**src/rtl/piso_tx_if.sv**
```systemverilog
// piso_tx_if: load handshake bundle (d_in, load_valid from upstream master; load_ready from piso_tx slave)
interface piso_tx_if #(parameter int WIDTH = 4) ();
  logic [WIDTH-1:0] d_in;
  logic             load_valid;
  logic             load_ready;
  modport master (output d_in, load_valid, input load_ready);
  modport slave  (input d_in, load_valid, output load_ready);
endinterface

```
**src/rtl/piso_tx.sv**
```systemverilog
// piso_tx: framed serializer (start, LSB-first data, optional even parity, stop); ports clk, rst_ (sync active-high), ld (d_in/load_valid/load_ready), s_out, busy, done
module piso_tx #(
  parameter int WIDTH        = 4,
  parameter int CLKS_PER_BIT = 4,
  parameter int PARITY_EN    = 0
) (
  input  logic       clk,
  input  logic       rst_,
  piso_tx_if.slave   ld,
  output logic       s_out,
  output logic       busy,
  output logic       done
);
  localparam int BW = CLKS_PER_BIT > 1 ? $clog2(CLKS_PER_BIT) : 1;
  localparam int IW = WIDTH > 1 ? $clog2(WIDTH) : 1;
  localparam logic [BW-1:0] BLAST = BW'(CLKS_PER_BIT - 1);
  localparam logic [IW-1:0] ILAST = IW'(WIDTH - 1);
  localparam logic [2:0] IDLE = 3'd0, START = 3'd1, DATA = 3'd2, PARITY = 3'd3, STOP = 3'd4;
  logic [2:0]       state;
  logic [BW-1:0]    baud;
  logic [IW-1:0]    bit_cnt;
  logic [WIDTH-1:0] shreg, nxt;
  logic             par, wrap;
  assign ld.load_ready = state == IDLE;
  assign wrap = baud == BLAST;
  assign nxt = shreg >> 1;
  always_ff @(posedge clk) begin
    if (rst_) begin
      state   <= IDLE;
      s_out   <= 1'b1;
      busy    <= 1'b0;
      done    <= 1'b0;
      baud    <= '0;
      bit_cnt <= '0;
      shreg   <= '0;
      par     <= 1'b0;
    end else begin
      done <= 1'b0;
      if (state != IDLE) baud <= wrap ? '0 : baud + 1'b1;
      case (state)
        IDLE: if (ld.load_valid) begin
          shreg   <= ld.d_in;
          par     <= ^ld.d_in;
          bit_cnt <= '0;
          baud    <= '0;
          state   <= START;
          s_out   <= 1'b0;
          busy    <= 1'b1;
        end
        START: if (wrap) begin
          state <= DATA;
          s_out <= shreg[0];
        end
        DATA: if (wrap) begin
          shreg   <= nxt;
          bit_cnt <= bit_cnt == ILAST ? '0 : bit_cnt + 1'b1;
          if (bit_cnt == ILAST) begin
            state <= PARITY_EN != 0 ? PARITY : STOP;
            s_out <= PARITY_EN != 0 ? par : 1'b1;
          end else
            s_out <= nxt[0];
        end
        PARITY: if (wrap) begin
          state <= STOP;
          s_out <= 1'b1;
        end
        STOP: if (wrap) begin
          state <= IDLE;
          busy  <= 1'b0;
          done  <= 1'b1;
        end
        default: state <= IDLE;
      endcase
    end
  end
endmodule

```
**src/flat_wrapper.sv**
```systemverilog
// flat-port wrapper written by rule: the top's interface ports become plain ports
module piso_tx_flat 
#(
  parameter int WIDTH        = 4,
  parameter int CLKS_PER_BIT = 4,
  parameter int PARITY_EN    = 0
)
  (clk, rst_, s_out, busy, done, ld_d_in, ld_load_valid, ld_load_ready);
  piso_tx_if #(.WIDTH(WIDTH)) ld_i ();
  input  logic clk;
  input  logic rst_;
  output logic s_out;
  output logic busy;
  output logic done;
  input wire logic [$bits(ld_i.d_in)-1:0] ld_d_in;
  input wire logic [$bits(ld_i.load_valid)-1:0] ld_load_valid;
  output wire logic [$bits(ld_i.load_ready)-1:0] ld_load_ready;
  assign ld_i.d_in = ld_d_in;
  assign ld_i.load_valid = ld_load_valid;
  assign ld_load_ready = ld_i.load_ready;
  piso_tx #(.WIDTH(WIDTH), .CLKS_PER_BIT(CLKS_PER_BIT), .PARITY_EN(PARITY_EN)) u_core (.clk(clk), .rst_(rst_), .ld(ld_i), .s_out(s_out), .busy(busy), .done(done));
endmodule
```
**config.mk**
```make
export PLATFORM = sky130hd
export DESIGN_NAME = piso_tx_flat
export DESIGN_NICKNAME = d
export VERILOG_FILES = /design/src/rtl/piso_tx_if.sv /design/src/rtl/piso_tx.sv /design/src/flat_wrapper.sv
export SDC_FILE = /design/constraint.sdc
export NUM_CORES = 1
export LEC_CHECK = 0
export BUFFER_PORTS_ARGS = -buffer_cell sky130_fd_sc_hd__buf_2
export CORE_MARGIN = 8
export CORE_UTILIZATION = 57
export CTS_BUF_LIST = sky130_fd_sc_hd__clkbuf_4 sky130_fd_sc_hd__clkbuf_8
export DETAILED_ROUTE_END_ITERATION = 16
export PLACE_DENSITY = 0.91
export SLEW_MARGIN = 0
export SYNTH_ARGS = -nofsm -noshare
export SYNTH_HDL_FRONTEND = slang
export SYNTH_SLANG_ARGS = --single-unit
```
**constraint.sdc**
```tcl
create_clock -name clk -period 2.1 [get_ports clk]
set_input_delay 0.105 -clock clk [delete_from_list [all_inputs] [get_ports clk]]
set_output_delay 0.105 -clock clk [all_outputs]
set_load 0.05 [all_outputs]
```
After elaboration in Yosys (flattened, before gate mapping)
Cells that the tools add are included.
{"block": "totals", "in_bits": 7, "ff_bits": 14, "wordCells": 60, "out_inout_bits": 4}
{"block": "op_classes", "reduce_logical": 10, "eq_ne": 12, "addsub": 2, "mux": 28, "bitwise": 1}
{"op": "two-way mux 3 bit", "n": 6}
{"op": "one-hot mux 3 bit (5 select lines)", "n": 1}
{"op": "two-way mux 2 bit", "n": 7}
{"op": "inequality test 2 x 1 -> 1 bit (second input constant)", "n": 5}
{"op": "two-way mux 1 bit", "n": 8}
{"op": "two-way mux 4 bit", "n": 2}
{"op": "one-hot mux 4 bit (2 select lines)", "n": 1}
{"op": "equality test 3 x 2 -> 1 bit (second input constant)", "n": 2}
{"op": "AND reduction 3 bit", "n": 2}
{"op": "AND reduction 6 bit", "n": 1}
{"op": "AND reduction 5 bit", "n": 1}
{"op": "adder 2 x 1 -> 2 bit (second input constant)", "n": 2}
{"op": "equality test 2 bit (second input constant)", "n": 2}
{"op": "one-hot mux 1 bit (4 select lines)", "n": 1}
{"op": "one-hot mux 2 bit (2 select lines)", "n": 1}
{"op": "nonzero test 2 bit", "n": 2}
{"op": "nonzero test 4 bit", "n": 1}
{"op": "equality test 3 x 1 -> 1 bit (second input constant)", "n": 1}
{"op": "equality test 3 bit (second input constant)", "n": 1}
{"op": "logical NOT 3 bit", "n": 1}
{"op": "nonzero test 3 bit", "n": 1}
{"op": "inequality test 2 bit (second input constant)", "n": 1}
{"op": "one-hot mux 1 bit (2 select lines)", "n": 1}
{"op": "OR reduction 2 bit", "n": 1}
{"op": "inverter 1 bit", "n": 1}

Logic depth before layout (Yosys ltp)
Gate-level depths: netlist of run 1.
{"block": "depth", "ltp_word": 5, "ltp_mapped": 4, "ltp_nobuf": 4}

Worst setup path after synthesis of run 1
Ideal clock, no wire load.
{"block": "synth_timing", "path_type": "reg-to-reg", "startpoint": "register u_core.state[0]", "endpoint": "register u_core.baud[1]", "synth_period_minus_slack_ps": 2216, "required_ps": 1972, "t_arrival_ps": 2088, "path_buffers": 1, "path_stages_with_launch": 5, "setup_slack_ps": -116, "cell_sequence": "dfxtp_1 -> clkbuf_1 -> nor3_1 -> mux2i_1 -> nor2_1"}
{"block": "synth_via", "word_cells_on_any_way": 5}
{"element": "start: declaration", "line_no": "piso_tx.sv:19", "rtl": "logic [2:0] state;"}
{"element": "start signal: assignment", "line_no": "piso_tx.sv:58", "rtl": "state <= PARITY_EN != 0 ? PARITY : STOP;"}
{"element": "logical NOT 3 bit"}
{"element": "via ld_load_ready", "line_no": "flat_wrapper.sv:17", "rtl": "output wire logic [$bits(ld_i.load_ready)-1:0] ld_load_ready;"}
{"element": "two-way mux 2 bit", "line_no": "piso_tx.sv:40", "rtl": "case (state)"}
{"element": "end signal: assignment", "line_no": "piso_tx.sv:39", "rtl": "if (state != IDLE) baud <= wrap ? '0 : baud + 1'b1;"}
{"element": "end: declaration", "line_no": "piso_tx.sv:20", "rtl": "logic [BW-1:0] baud;"}
The timed path passes the listed nets, and every way through them passes these cells.
A chain may end at the register's enable or synchronous reset.

Final worst setup path of run 1
{"block": "layout_timing", "startpoint": "register u_core.state[0]", "endpoint": "register u_core.bit_cnt[0]"}
{"block": "layout_via", "elab_chain_cells": 3, "word_cells_on_any_way": 7}
{"element": "equality test 3 x 2 -> 1 bit / logical NOT 3 bit (equally long branches)", "line_no": "piso_tx.sv:40"}
{"element": "inequality test 2 x 1 -> 1 bit (no line), or another cell as far along"}
{"element": "AND reduction 3 bit (no line)"}
{"element": "end signal: assignment", "line_no": "piso_tx.sv:56", "rtl": "bit_cnt <= bit_cnt == ILAST ? '0 : bit_cnt + 1'b1;"}
{"element": "end: declaration", "line_no": "piso_tx.sv:21", "rtl": "logic [IW-1:0] bit_cnt;"}
Several ways; a longest one is shown, not always the timed one.

==> impl_metrics.tcl, run 1 <==
set metrics [dict create \
    grt_overflow 0 \
    clk_pin_slew_worst_paths_ps 80 \
    yosysUniqueCellTypes 29 \
    setup.worst_path.start_class "register" \
    seqPwrFrac_pct 54.5 \
    remaining_drc_errors 0 \
    postSynthRegisterBits 14 \
    syn2layout_area_growth_pct 12.35 \
    grtUsageTotal_pct 14.52 \
    die-area_mm2 0.002706 \
    syn-num-nets 92 \
    cts_setup_buffers 0 \
    num_vias 674 \
    slew-limit-headroom_pct 74.43 \
    worst_r2r_path_depth 3 \
    reg2reg_from "u_core.state[0]" \
    rsz0062_at_grt "no" \
    synth_warnings 0 \
    routed_via_density 6.299 \
    fin_crit_sh_pct 78.17 \
    grt_first_pass_wirelength_mm 2.987 \
    rows 13 \
    finalWirelength_mm 1.737 \
    crit_arrival_ps 1860 \
    maxCapViolCount 0 \
    tns_ps 0 \
    drive_above_1_share_pct 23.91 \
    ir_drop_v 0.0003150 \
    hold-worst-slack_ps 102.9 \
    min_delay_worst_endpoint "u_core.shreg[3]" \
    clockRootBuffer "clkbuf_4" \
    max_freq_ghz 0.6092 \
    slew_violations 0 \
    worst_slew_pin_slew_ps 383.0 \
    ant_nets 0 \
    slowest_delay_ps 520 \
    r2r_end "u_core.bit_cnt[0]" \
    ff_latch_area_um2 280.3 \
    cts_tree "done" \
    leakage_nw 0.3667 \
    dr.pass1.iters 4 \
    grt_max_degree 16 \
    crit_type "register to register" \
    cp_slowest_cell "or3b_1" \
    worstPathRequired_ps 2320 \
    crit_fanout 12 \
    min_from "ld_d_in[3]" \
    multiInputGateArea_um2 444.2 \
    synth_cells 82 \
    reg2reg_setup_slack_ps 460 \
    placed_area_um2 808.3 \
    cp_num_buf_inv 0 \
    cts_max_path_buffers 2 \
    coreArea_mm2 0.001252 \
    p_sw_share_pct 29.41 \
    clk_latency_ps 280 \
    outcome "finished, final reports clean" \
    avgSynthCellArea_um2 9.018 \
    hold_path_depth 3 \
    crit_chain "or3b_1 > or4b_1 > a21oi_1" \
    setup_violations 0 \
    dieWidth_um 52.02 \
    clkPwrFrac_pct 28.4 \
    cp_top_family "simple AND/OR/NAND/NOR gates" \
    clock-sinks 14 \
    power_frac_comb_pct 17.0 \
    hold_violations 0 \
    min_path_type "primary input to register" \
    worstSetupEndpointType "register" \
    power_density_mw_per_mm2 650.0 \
    ys_seq_area_share_pct 37.90 \
    diodes 0 \
    syn_area_um2 739.5 \
    post_cts_resized 0 \
    port_buffers 10 \
    wl_per_cell_um 16.23 \
    stdcell_area_um2 830.8 \
    gp_congestion 0.9102 \
    fillers 104 \
    p_sw_uw 158.8 \
    numCtsBuffers 3 \
    post-route-min-period_ps 1642 \
    drt_iter0_markers 32 \
    skew_ps 0.6267 \
    nNetsFinal 104 \
    p_int_uw 381.2 \
    holdBufCountCts 0 \
    hpwl_mm 1.238 \
    h-tree-depth 1 \
    antenna_found_initial 0 \
    die_h_um 52.02 \
    grt_pass1_vias 645 \
    ios 11 \
    initial_core_util_pct 59.04 \
]
## per-stage QoR
step | worst slack (ps) | utilization [%] | instances | total power [mW]
5_1_grt | 380.7 | 66.33 | 107 | 0.5676
4_1_cts | 482.5 | 66.33 | 107 | 0.5402
2_1_floorplan | 398.3 | - | 82 | 0.3659
6_report | 458.5 | 66.33 | 107 | 0.5400
3_3_place_gp | 550.7 | 64.54 | 104 | 0.3871
3_5_place_dp | 508.2 | 64.54 | 104 | 0.3908
## power groups by stage
stage               combinational (mW)  sequential [mW]  clock (mW)
floorplan                       0.0570            0.309           0
global placement                0.0888            0.298           0
detailed placement              0.0908            0.300           0
CTS                             0.0917            0.294       0.155
global route                     0.100            0.297       0.170
finish                          0.0920            0.294       0.154
## state kept, by name, indices dropped and copies added (netlist names)
register / count
u_core.shreg: 4
u_core.state: 3
u_core.baud: 2
u_core.bit_cnt: 2
u_core.busy: 1
u_core.done: 1
u_core.s_out: 1
## cell usage after synthesis
| master | number | share of area, % |
|---|---|---|
| mux2i_1 | 7 | 9.5 |
| a221oi_1 | 1 | 1.2 |
| dfxtp_1 | 14 | 38 |
| clkbuf_2 | 1 | 0.68 |
| nand4b_1 | 2 | 2.4 |
| a21o_1 | 1 | 1.0 |
| or2_2 | 3 | 2.5 |
| or4b_1 | 1 | 1.4 |
| nor2b_1 | 4 | 3.4 |
| xor2_1 | 1 | 1.2 |
| nand4_1 | 1 | 0.85 |
| o21bai_1 | 1 | 1.0 |
| o21ai_0 | 3 | 2.0 |
| a21oi_1 | 10 | 6.8 |
| nand2b_1 | 1 | 0.85 |
| nand3_1 | 1 | 0.68 |
| or3b_1 | 1 | 1.2 |
| nor3_1 | 3 | 2.0 |
| clkbuf_1 | 4 | 2.0 |
| or3b_2 | 2 | 2.4 |
| ha_1 | 3 | 5.1 |
| nand3b_1 | 1 | 1.0 |
| or3_1 | 1 | 0.85 |
| nor2_1 | 6 | 3.0 |
| a21boi_0 | 1 | 1.0 |
| nor3b_1 | 2 | 2.0 |
| mux2_2 | 1 | 1.5 |
| a211oi_1 | 4 | 4.1 |
| nand2_1 | 1 | 0.51 |
## kinds of logic (layout without fill, tap and decap cells)
kind of cell / Yosys count / in the layout / share of synthesized area [%]
flops: 14 / 14 / 37.90
simple gates: 30 / 30 / 25.04
compound gates: 21 / 21 / 17.09
xor+xnor: 1 / 1 / 1.185
buf+inv: 5 / 15 / 2.706
fa+ha+maj: 3 / 3 / 5.077
mux: 8 / 8 / 11.00
## layout by cell type (no fill, tap or decap), drive strengths merged
cell,synthesis,layout
a21oi,10,10
ha,3,3
nand4,1,1
xor2,1,1
or2,3,3
buf,0,12
nor3,3,3
nand3b,1,1
nand2b,1,1
nand3,1,1
mux2,1,1
a221oi,1,1
o21ai,3,3
or3b,3,3
or3,1,1
nor2b,4,4
nor3b,2,2
a21boi,1,1
a21o,1,1
nor2,6,6
nand2,1,1
nand4b,2,2
clkbuf,5,3
dfxtp,14,14
or4b,1,1
a211oi,4,4
o21bai,1,1
mux2i,7,7
## routing by layer
metal	GRT usage, %	part of all wire (%)
met1	18.17	41
met2	22.60	49
met4	7.965	2.9
met5	0	0
met3	2.849	7.0
## worst min-delay path: cells and delay by family
family | cells | cell delay [ps]
buffers and inverters | 1 | 100
AO/OA/AOI/OAI | 1 | 60
AND/OR/NAND/NOR | 1 | 80
## worst max path at each step
stage | startpoint | to | slack (ps) | cells past startpoint
global placement | u_core.state[0] | u_core.bit_cnt[0] | 550 | 3
finish | u_core.state[0] | u_core.bit_cnt[0] | 460 | 3
global route | u_core.state[0] | u_core.bit_cnt[0] | 380 | 3
detailed placement | u_core.state[0] | u_core.bit_cnt[0] | 510 | 3
CTS | u_core.state[0] | u_core.bit_cnt[0] | 480 | 3
floorplan | u_core.state[0] | u_core.baud[1] | 400 | 4
## area by class of cell
class                           instances  area share (%)
Clock buffer                            3           2.711
Sequential cell                        14           33.73
Timing Repair Buffer                   12           7.831
Tap cell                               15           2.259
Multi-Input combinational cell         63           53.46
Power figures use the tool's default switching activity.
==> inputs of run 2 (changes only) <==
--- a/config.mk
+++ b/config.mk
@@ -7,10 +7,10 @@
 export LEC_CHECK = 0
 export BUFFER_PORTS_ARGS = -buffer_cell sky130_fd_sc_hd__buf_2
 export CORE_MARGIN = 8
-export CORE_UTILIZATION = 57
+export CORE_UTILIZATION = 51
 export CTS_BUF_LIST = sky130_fd_sc_hd__clkbuf_4 sky130_fd_sc_hd__clkbuf_8
 export DETAILED_ROUTE_END_ITERATION = 16
-export PLACE_DENSITY = 0.91
+export PLACE_DENSITY = 0.86
 export SLEW_MARGIN = 0
 export SYNTH_ARGS = -nofsm -noshare
 export SYNTH_HDL_FRONTEND = slang
==> constraint.sdc (replaced) <==
create_clock -name clk -period 1.5 [get_ports clk]
set_input_delay 0.075 -clock clk [delete_from_list [all_inputs] [get_ports clk]]
set_output_delay 0.075 -clock clk [all_outputs]
set_load 0.05 [all_outputs]
==> impl_metrics.tcl, run 2 (synthesis results as in run 1) <==
set metrics [dict create \
    routed_via_density 6.053 \
    rsz0062_at_grt "no" \
    grtUsageTotal_pct 12.47 \
    antenna_found_initial 0 \
    max_freq_ghz 0.6985 \
    drive_above_1_share_pct 29.59 \
    worstPathRequired_ps 1720 \
    fillers 97 \
    dr.pass1.iters 4 \
    finalPower_uw 815.5 \
    leakage_nw 0.4025 \
    clk_pin_slew_worst_paths_ps 80 \
    crit_fanout 4 \
    ir_drop_v 0.0007391 \
    clk_latency_ps 280 \
    outcome "finished, final reports clean" \
    layout_commonest_cell "dfxtp_1" \
    remaining_drc_errors 0 \
    hold_violations 0 \
    crit_arrival_ps 1650 \
    ant_nets 0 \
    maxCapViolCount 0 \
    diodes 0 \
    grt_overflow 0 \
    wl_per_cell_um 14.81 \
    worst_r2r_path_depth 3 \
    layout_common_cells "13 x dfxtp_1, 10 x a21oi_1, 10 x buf_2" \
    grt_pass1_vias 629 \
    syn2layout_area_growth_pct 20.30 \
    ios 11 \
    cts_setup_buffers 0 \
    placed_area_um2 852.1 \
    drt_iter0_markers 15 \
    setup_violations 0 \
    hpwl_mm 1.166 \
    r2r_end "u_core.bit_cnt[0]" \
    dp_cells 109 \
    worstSetupEndpointType "register" \
    rows 13 \
    coreArea_mm2 0.001334 \
    numCtsBuffers 3 \
    cts_tree "done" \
    port_buffers 10 \
    finalWirelength_mm 1.674 \
    stdcell_area_um2 889.6 \
    grt_first_pass_wirelength_mm 2.739 \
    grt_max_degree 16 \
    slew_violations 0 \
    initial_core_util_pct 55.44 \
    setup.worst_path.start_class "register" \
    clockRootBuffer "clkbuf_4" \
    largest_register_ff_count 4 \
    fin_crit_sh_pct 95.44 \
    reg_top3 "u_core.shreg (4), u_core.state (3)" \
    reg2reg_from "u_core.state[0]" \
    clock-sinks 14 \
    min_path_type "primary input to register" \
    holdBufCountCts 0 \
    min_delay_worst_endpoint "u_core.shreg[3]" \
    nNetsFinal 109 \
    cts_max_path_buffers 2 \
    regMostFlops "u_core.shreg" \
    slew-limit-headroom_pct 79.05 \
    h-tree-depth 1 \
    reg2reg_setup_slack_ps 70 \
    num_vias 684 \
    gp_congestion 0.8251 \
    min_from "ld_d_in[3]" \
    final_cells 113 \
    crit_type "register to register" \
    dieWidth_um 54.08 \
    skew_ps 4.102 \
    hold_path_depth 3 \
    die-area_mm2 0.002924 \
    post-route-min-period_ps 1432 \
    worst_slew_pin_slew_ps 313.0 \
    power_density_mw_per_mm2 916.7 \
    die_h_um 54.08 \
]
## run 2: cell type report
| type | instances | area (um^2) | area share, % |
|---|---|---|---|
| sequential | 14 | 281.5 | 31.65 |
| multi-input combinational | 63 | 450.4 | 50.63 |
| timing repair buffer | 17 | 102.6 | 11.53 |
| clock buffer | 4 | 36.28 | 4.079 |
| tap | 15 | 18.77 | 2.110 |
## run 2: worst max path at each step
stage                     from           endpoint  slack (ps)  cells after the start
2_1_floorplan  u_core.state[1]  u_core.bit_cnt[0]         -50                      4
6_report       u_core.state[0]  u_core.bit_cnt[0]          70                      3
5_1_grt        u_core.state[0]      ld_load_ready           9                      3
3_3_place_gp   u_core.state[0]  u_core.bit_cnt[0]         100                      3
3_5_place_dp   u_core.state[2]  u_core.bit_cnt[0]          90                      3
4_1_cts        u_core.state[0]      ld_load_ready          70                      3
## run 2: where the power goes
| group | total, mW | internal (mW) | leakage, nW | switching, mW |
|---|---|---|---|---|
| sequential | 0.407 | 0.392 | 0.115 | 0.0145 |
| clock | 0.266 | 0.148 | 0.0210 | 0.118 |
| combinational | 0.143 | 0.0548 | 0.266 | 0.0882 |
## run 2: critical path, stage by stage, from the launching register on
cell and delay (ps):
dfxtp_1 340, or3b_1 420, or4b_1 470, a21oi_1 130
## run 2: metal layers
metal,part of all wire [%],wire length (um),up-vias,GRT usage [%]
li1,-,-,337,-
met1,46,768,323,14.80
met2,46,769,19,20.08
met3,5.5,92,5,2.479
met4,2.6,44,0,7.787
met5,0,0,-,0
## run 2: what timing repair did
action | in CTS | in global routing
setup endpoints to repair | 0 | 1
hold endpoints to repair | 0 | 0
resized for setup | 0 | 1
## run 2: stage by stage
| step | TNS (ps) | worst slack, ps | hold WS (ps) | utilization (%) |
|---|---|---|---|---|
| floorplan | -47.12 | -47.12 | 147.8 | - |
| global placement | 0 | 99.91 | 366.3 | 63.88 |
| detailed placement | 0 | 85.86 | 367.1 | 63.88 |
| CTS | 0 | 68.58 | 66.24 | 66.60 |
| global route | 0 | 8.967 | 77.86 | 66.70 |
| finish | 0 | 68.44 | 72.33 | 66.70 |
